<file path="src/rtl/at_latch_load.sv">
// Load sequencer for the AT latch bank: FIFO-buffered words, setup/strobe/wait handshake.
// Optional macro AT_LATCH_HOLD_EN inserts a quiet HOLD cycle between STROBE and WAIT.
module at_latch_load #(
  parameter int size  = 8,
  parameter int depth = 4
) (
  input  logic                  clk,
  input  logic                  reset,
  input  logic                  in_valid,
  input  logic [size-1:0]       in_data,
  output logic                  in_ready,
  output logic [size-1:0]       out_d,
  output logic                  out_en,
  input  logic                  out_ack,
  output logic                  busy,
  output logic [$clog2(depth):0] count
);
  localparam int aw = $clog2(depth);
  localparam logic [aw:0] full_count = (aw+1)'(depth);

`ifdef AT_LATCH_HOLD_EN
  typedef enum logic [2:0] {IDLE, SETUP, STROBE, HOLD, WAIT} state_t;
`else
  typedef enum logic [1:0] {IDLE, SETUP, STROBE, WAIT} state_t;
`endif

  state_t          state;
  logic [size-1:0] mem [depth];
  logic [aw:0]     wr_ptr, rd_ptr, wr_next, rd_next;
  logic            push, pop, has_data;

  // Full check uses the registered count only, so a same-cycle pop never frees a slot.
  assign in_ready = (count != full_count) & ~reset;
  assign push     = in_valid & in_ready;
  assign has_data = (count != '0);
  assign pop      = has_data & ((state == IDLE) | ((state == WAIT) & out_ack));
  assign busy     = (state != IDLE);
  assign wr_next  = wr_ptr + (aw+1)'(push);
  assign rd_next  = rd_ptr + (aw+1)'(pop);

  always_ff @(posedge clk) begin
    if (push) mem[wr_ptr[aw-1:0]] <= in_data;
  end

  always_ff @(posedge clk) begin
    if (reset) begin
      state  <= IDLE;
      wr_ptr <= '0;
      rd_ptr <= '0;
      count  <= '0;
      out_d  <= '0;
      out_en <= 1'b0;
    end else begin
      wr_ptr <= wr_next;
      rd_ptr <= rd_next;
      count  <= wr_next - rd_next;
      out_en <= 1'b0;
      if (pop) out_d <= mem[rd_ptr[aw-1:0]];
      case (state)
        IDLE:   if (has_data) state <= SETUP;
        SETUP: begin
          state  <= STROBE;
          out_en <= 1'b1;
        end
`ifdef AT_LATCH_HOLD_EN
        STROBE: state <= HOLD;
        HOLD:   state <= WAIT;
`else
        STROBE: state <= WAIT;
`endif
        WAIT:   if (out_ack) state <= has_data ? SETUP : IDLE;
        default: state <= IDLE;
      endcase
    end
  end
endmodule
</file>
<file path="config.mk">
export PLATFORM = sky130hd
export DESIGN_NAME = at_latch_load
export DESIGN_NICKNAME = d
export VERILOG_FILES = /design/src/rtl/at_latch_load.sv
export SDC_FILE = /design/constraint.sdc
export NUM_CORES = 1
export LEC_CHECK = 0
export CAP_MARGIN = 20
export CORE_ASPECT_RATIO = 1.1
export CORE_UTILIZATION = 33
export DETAILED_ROUTE_END_ITERATION = 16
export PLACE_DENSITY_LB_ADDON = 0.25
export SYNTH_ARGS = -nofsm -noshare
export SYNTH_HDL_FRONTEND = slang
export SYNTH_SLANG_ARGS = --single-unit
</file>
<file path="constraint.sdc">
create_clock -name clk -period 3.3 [get_ports clk]
set_clock_uncertainty 0.1 [all_clocks]
set_input_delay 0.66 -clock clk [delete_from_list [all_inputs] [get_ports clk]]
set_output_delay 0.66 -clock clk [all_outputs]
set_load 0.01 [all_outputs]
</file>
# [Word level (Yosys, flattened, before mapping)]
# Memories as Yosys holds them, arrays and structs flattened. A register that Yosys moved wholly into a read port is not among the register bits.
# Cells that the tools add are included.
[op_classes] n_eq_ne=6 bitwise=6 reduce_logical=4 n_addsub=3 muxes=7
[op_table] cell="2-bit one-hot mux with 4 select lines" n=1
[op_table] cell="3-bit by 1-bit adder with 3-bit output" n=2
[op_table] cell="1-bit AND" n=4
[op_table] cell="2-bit == test, second input constant" n=2
[op_table] cell="1-bit two-way mux" n=4
[op_table] cell="2-bit two-way mux" n=2
[op_table] cell="2-bit inequality test, second input constant" n=2
[op_table] cell="3-bit inequality test, second input constant" n=1
[op_table] cell="3-bit nonzero test" n=1
[op_table] cell="3-bit subtractor" n=1
[op_table] cell="2-bit by 1-bit == test with 1-bit output, second input constant" n=1
[op_table] cell="2-bit logical NOT" n=1
[op_table] cell="2-bit AND reduction" n=1
[op_table] cell="2-bit nonzero test" n=1
[op_table] cell="1-bit inverter" n=1
[op_table] cell="1-bit OR" n=1
[totals] in_bits=12 mem_bits_rw=32 n_memories=1 out_inout_bits=14 regBits=12 elab_cells=32
[memory_table] name="mem" words=4 word_bits=8 read_ports=1 rd_clocked_by_memory_dff=1 write_ports=1 line="28" rtl="logic [size-1:0] mem [depth];"

# [Depth between registers and ports, before layout]
[logic_depth] ltp_word=6 mapped_depth=10

# [Least setup slack after synthesis]
# OpenSTA, ideal clock, no wires.
[synth_timing] kind="input-to-reg" from="input port out_ack" to="register count[2]" setup_time_ns=0.121 arrival_ns=2.487 path_slack_ns=0.593 path_stages=8 path_buffers=0 path_cell_list="a21oi_1 > nor2_1 > ha_1 > ha_1 > inv_1 > fa_1 > xnor2_1 > mux2_2"
[synth_via] elab_chain_cells=5
[synth_rtl] item="from (decl)" line="14" rtl="input logic out_ack,"
[synth_rtl] item="1-bit AND" line="36" rtl="assign pop = has_data & ((state == IDLE) | ((state == WAIT) & out_ack));"
[synth_rtl] item="1-bit OR" line="36"
[synth_rtl] item="1-bit AND" line="36"
[synth_rtl] item="via pop" line="30" rtl="logic push, pop, has_data;"
[synth_rtl] item="3-bit by 1-bit adder with 3-bit output" line="39" rtl="assign rd_next = rd_ptr + (aw+1)'(pop);"
[synth_rtl] item="via rd_next[1]" line="29" rtl="logic [aw:0] wr_ptr, rd_ptr, wr_next, rd_next;"
[synth_rtl] item="3-bit subtractor" line="56" rtl="count <= wr_next - rd_next;"
[synth_rtl] item="to (signal assigned)" line="56"
[synth_rtl] item="to (decl)" line="16" rtl="output logic [$clog2(depth):0] count"
# The timed path passes the listed nets, and every way through them passes these cells.
# A chain may end at the register's enable or synchronous reset.

# [Final worst setup path]
[layout_timing] from="input port in_valid" to="register count[2]"
[layout_via] elab_chain_cells=3
[layout_rtl] item="from (decl)" line="9" rtl="input logic in_valid,"
[layout_rtl] item="1-bit AND" line="34" rtl="assign push = in_valid & in_ready;"
[layout_rtl] item="3-bit by 1-bit adder with 3-bit output" line="38" rtl="assign wr_next = wr_ptr + (aw+1)'(push);"
[layout_rtl] item="via wr_next[0]" line="29"
[layout_rtl] item="3-bit subtractor" line="56"
# The timed path passes the listed nets, and every way through them passes these cells.

==> impl_metrics.json <==
{
  "yosysUniqueCellTypes": 31,
  "crit_end": "count[2]",
  "num_vias": 1251,
  "cpMostUsedCell": "inv_1",
  "timing.fmax_mhz": 351,
  "clock_latency_ps": 310,
  "critPathCaptureType": "flop",
  "portBuffers": 25,
  "start_kind": "primary input",
  "layout.cells.non_filler": 259,
  "wl_mm": 3.81,
  "grtUsageTotal_pct": 13.1,
  "cp.arrival_ps": 2960,
  "clockBufferDepth": 2,
  "synth_fa_ha_area_share_pct": 6.32,
  "critPathRequiredTime_ps": 3410,
  "first_pass_iters": 4,
  "finalSetupTns_ps": 0,
  "hold_violations": 0,
  "synth_top_family_by_area": "simple AND/OR/NAND/NOR gates",
  "die_y_um": 85.6,
  "ir_worst_vdd_uv": 294,
  "slew_headroom_pct": 69.6,
  "dp_hpwl_mm": 2.81,
  "drive_gt1_share_pct": 16.2,
  "critPathMaxStageDelay_ps": 450,
  "cts_hold_buf": 0,
  "cts_tree": "yes",
  "crit_start": "in_valid",
  "static-leakage-power_nw": 0.918,
  "rr_endpoint": "count[2]",
  "nNetsFinal": 200,
  "seq_area_frac_synth_pct": 64.9,
  "ant_nets": 0,
  "powerDensity_mw_per_mm2": 754,
  "r2r_start": "state[0]",
  "drt_iter0_markers": 36,
  "num_rows": 30,
  "rsz0062_at_grt": "no",
  "syn-mean-instance-area_um2": 14.6,
  "cts_buffers": 5,
  "synth.mux.area_fraction_pct": 9.12,
  "via_per_inst": 4.83,
  "antenna_found_initial": 0,
  "syn_area_mm2": 0.00210,
  "placed_cells": 251,
  "io_pins": 26,
  "maxCapViolCount": 0,
  "cts-htree-levels": 2,
  "clk_pin_slew_ps": 100,
  "syn_to_final_growth_pct": 22.4,
  "grt_pass1_wl_mm": 6.53,
  "status": "finished, final reports clean",
  "synth_nets": 166,
  "timing.hold.ws_ps": 387,
  "cp.buffers_inverters": 5,
  "place_congestion": 0.732,
  "core-area_mm2": 0.00616,
  "cp_max_fo": 4,
  "synth_xor_area_share_pct": 1.25,
  "start_util_pct": 34.1,
  "r2r_slack_ps": 580,
  "post_cts_buffers": 0,
  "finalSetupViolCount": 0,
  "grt_max_degree": 22,
  "worst_pin_slew_ps": 456,
  "synth-simple-area-share_pct": 9.18,
  "cts-root-buf": "clkbuf_8",
  "grt_pass1_vias": 1333,
  "syn_inst": 144,
  "cts-resized-gates": 0,
  "wl_per_cell_um": 14.7,
  "diodes": 0,
  "fin_crit_sh_pct": 86.4,
  "drv_slew": 0,
  "ys_seq_elements": 52,
  "hp-class": "reg2reg",
  "chipWidth_um": 78.0,
  "die_area_mm2": 0.00668,
  "synth_compound_area_share_pct": 6.38,
  "reg2reg_depth": 10,
  "ys.warnings.count": 0,
  "fin_crit_ps": 2850,
  "worst_path_max_delay_cell": "clkdlybuf4s50_1",
  "fillers": 589,
  "grt_overflow": 0,
  "cts_sinks": 52,
  "worstSetupPathDepth": 11,
  "critPathTopFamily": "adder cells",
  "drc": 0,
  "critical_path_class": "in2reg",
  "path_cells": "clkdlybuf4s50_1 > inv_1 > a211o_1 > inv_1 > ha_1 > inv_1 > ha_1 > inv_1 > fa_1 > xnor2_1 > mux2_2"
}
==> placed cells by master, fill, tap and decap left out, types with 2 or more instances in the layout <==
cell type        instances
a21oi_1                 11
buf_4                    7
clkbuf_8                 5
clkdlybuf4s50_1         25
dfxtp_1                 20
edfxtp_1                32
ha_1                     9
inv_1                    8
inv_6                    2
mux4_2                   8
nand3_1                 10
nor2_1                   7
nor2b_1                  5
nor3_1                   2
nor3b_1                  2
o21ai_0                  8
xnor2_1                  2
==> report_power, final <==
part	total (mW)	switching (mW)	internal, mW
registers	0.848	0.0678	0.780
logic	0.701	0.332	0.369
clock network	0.389	0.229	0.160
total	1.94	0.628	1.31
==> worst register-to-register path: cells and delay by family (launching register included) <==
family	cells	cell delay, ps
mux	1	350
fa+ha+maj	4	1150
xor+xnor	1	180
simple gates	1	80
flops	1	420
compound gates	1	180
buf+inv	2	170
==> Yosys cell counts <==
master	count	area, µm²
or3_2	1	7.51
o21ai_0	8	40.0
or4b_4	1	13.8
a31oi_1	1	6.26
xor2_1	1	8.76
or2b_2	1	8.76
nor2b_1	5	31.3
inv_1	8	30.0
and2b_1	1	7.51
and3_1	1	6.26
or4b_2	1	10.0
fa_1	1	20.0
a211o_1	1	8.76
clkbuf_8	1	13.8
mux4_2	8	180
nor3_1	2	10.0
edfxtp_1	32	961
a21o_2	1	8.76
nor2_1	7	26.3
dfxtp_1	20	400
or2_0	1	6.26
a21o_1	1	7.51
nor3b_1	2	15.0
clkbuf_1	3	11.3
nand3_1	10	50.1
ha_1	9	113
a21oi_1	11	55.1
o211ai_1	1	7.51
xnor2_1	2	17.5
buf_2	1	5.00
mux2_2	1	11.3
==> stage by stage <==
stage	setup WS (ps)	area (µm²)	power [mW]	utilization (%)
floorplan	593	2100	1.28	-
global placement	174	2470	1.54	40.1
detailed placement	119	2470	1.58	40.1
finish	450	2570	1.94	41.7
CTS	458	2570	1.97	41.7
global route	365	2570	2.07	41.7
==> worst min-delay path by stage <==
stage | startpoint | cells past startpoint | slack [ps] | end
after global placement | out_d[0] | 2 | 370 | out_d[0]
after detailed placement | out_d[5] | 2 | 380 | out_d[5]
after global routing | out_d[5] | 2 | 410 | out_d[5]
after CTS | out_d[5] | 2 | 390 | out_d[5]
final | out_d[5] | 2 | 390 | out_d[5]
after floorplan | rd_ptr[2] | 2 | 390 | rd_ptr[2]
==> routing by layer <==
layer  global-route usage [%]  vias up  wire (µm)
li1                         -      602          -
met1                     14.5      614       1580
met2                     22.8       28       2010
met3                     4.26        7        147
met4                     6.40        0         74
met5                        0        -          0
==> logic make-up after synthesis <==
family | Yosys count
xor+xnor | 3
flops | 52
fa+ha+maj | 10
mux | 9
compound gates | 24
simple gates | 33
buf+inv | 13
==> sequential cells by signal, indices dropped and copies added (netlist names) <==
name	flops
count	3
state	2
out_en	1
rd_ptr	3
mem	32
wr_ptr	3
out_d	8
==> area by class of cell <==
cell class	count	area (µm²)	share of cell area [%]
Clock inverter	3	28.8	1.12
Tap cell	80	100	3.90
Clock buffer	5	68.8	2.68
Timing Repair Buffer	32	303	11.8
Inverter	8	30.0	1.17
Sequential cell	52	1360	53.0
Multi-Input combinational cell	79	677	26.4
(Power assumes the default switching activity.)
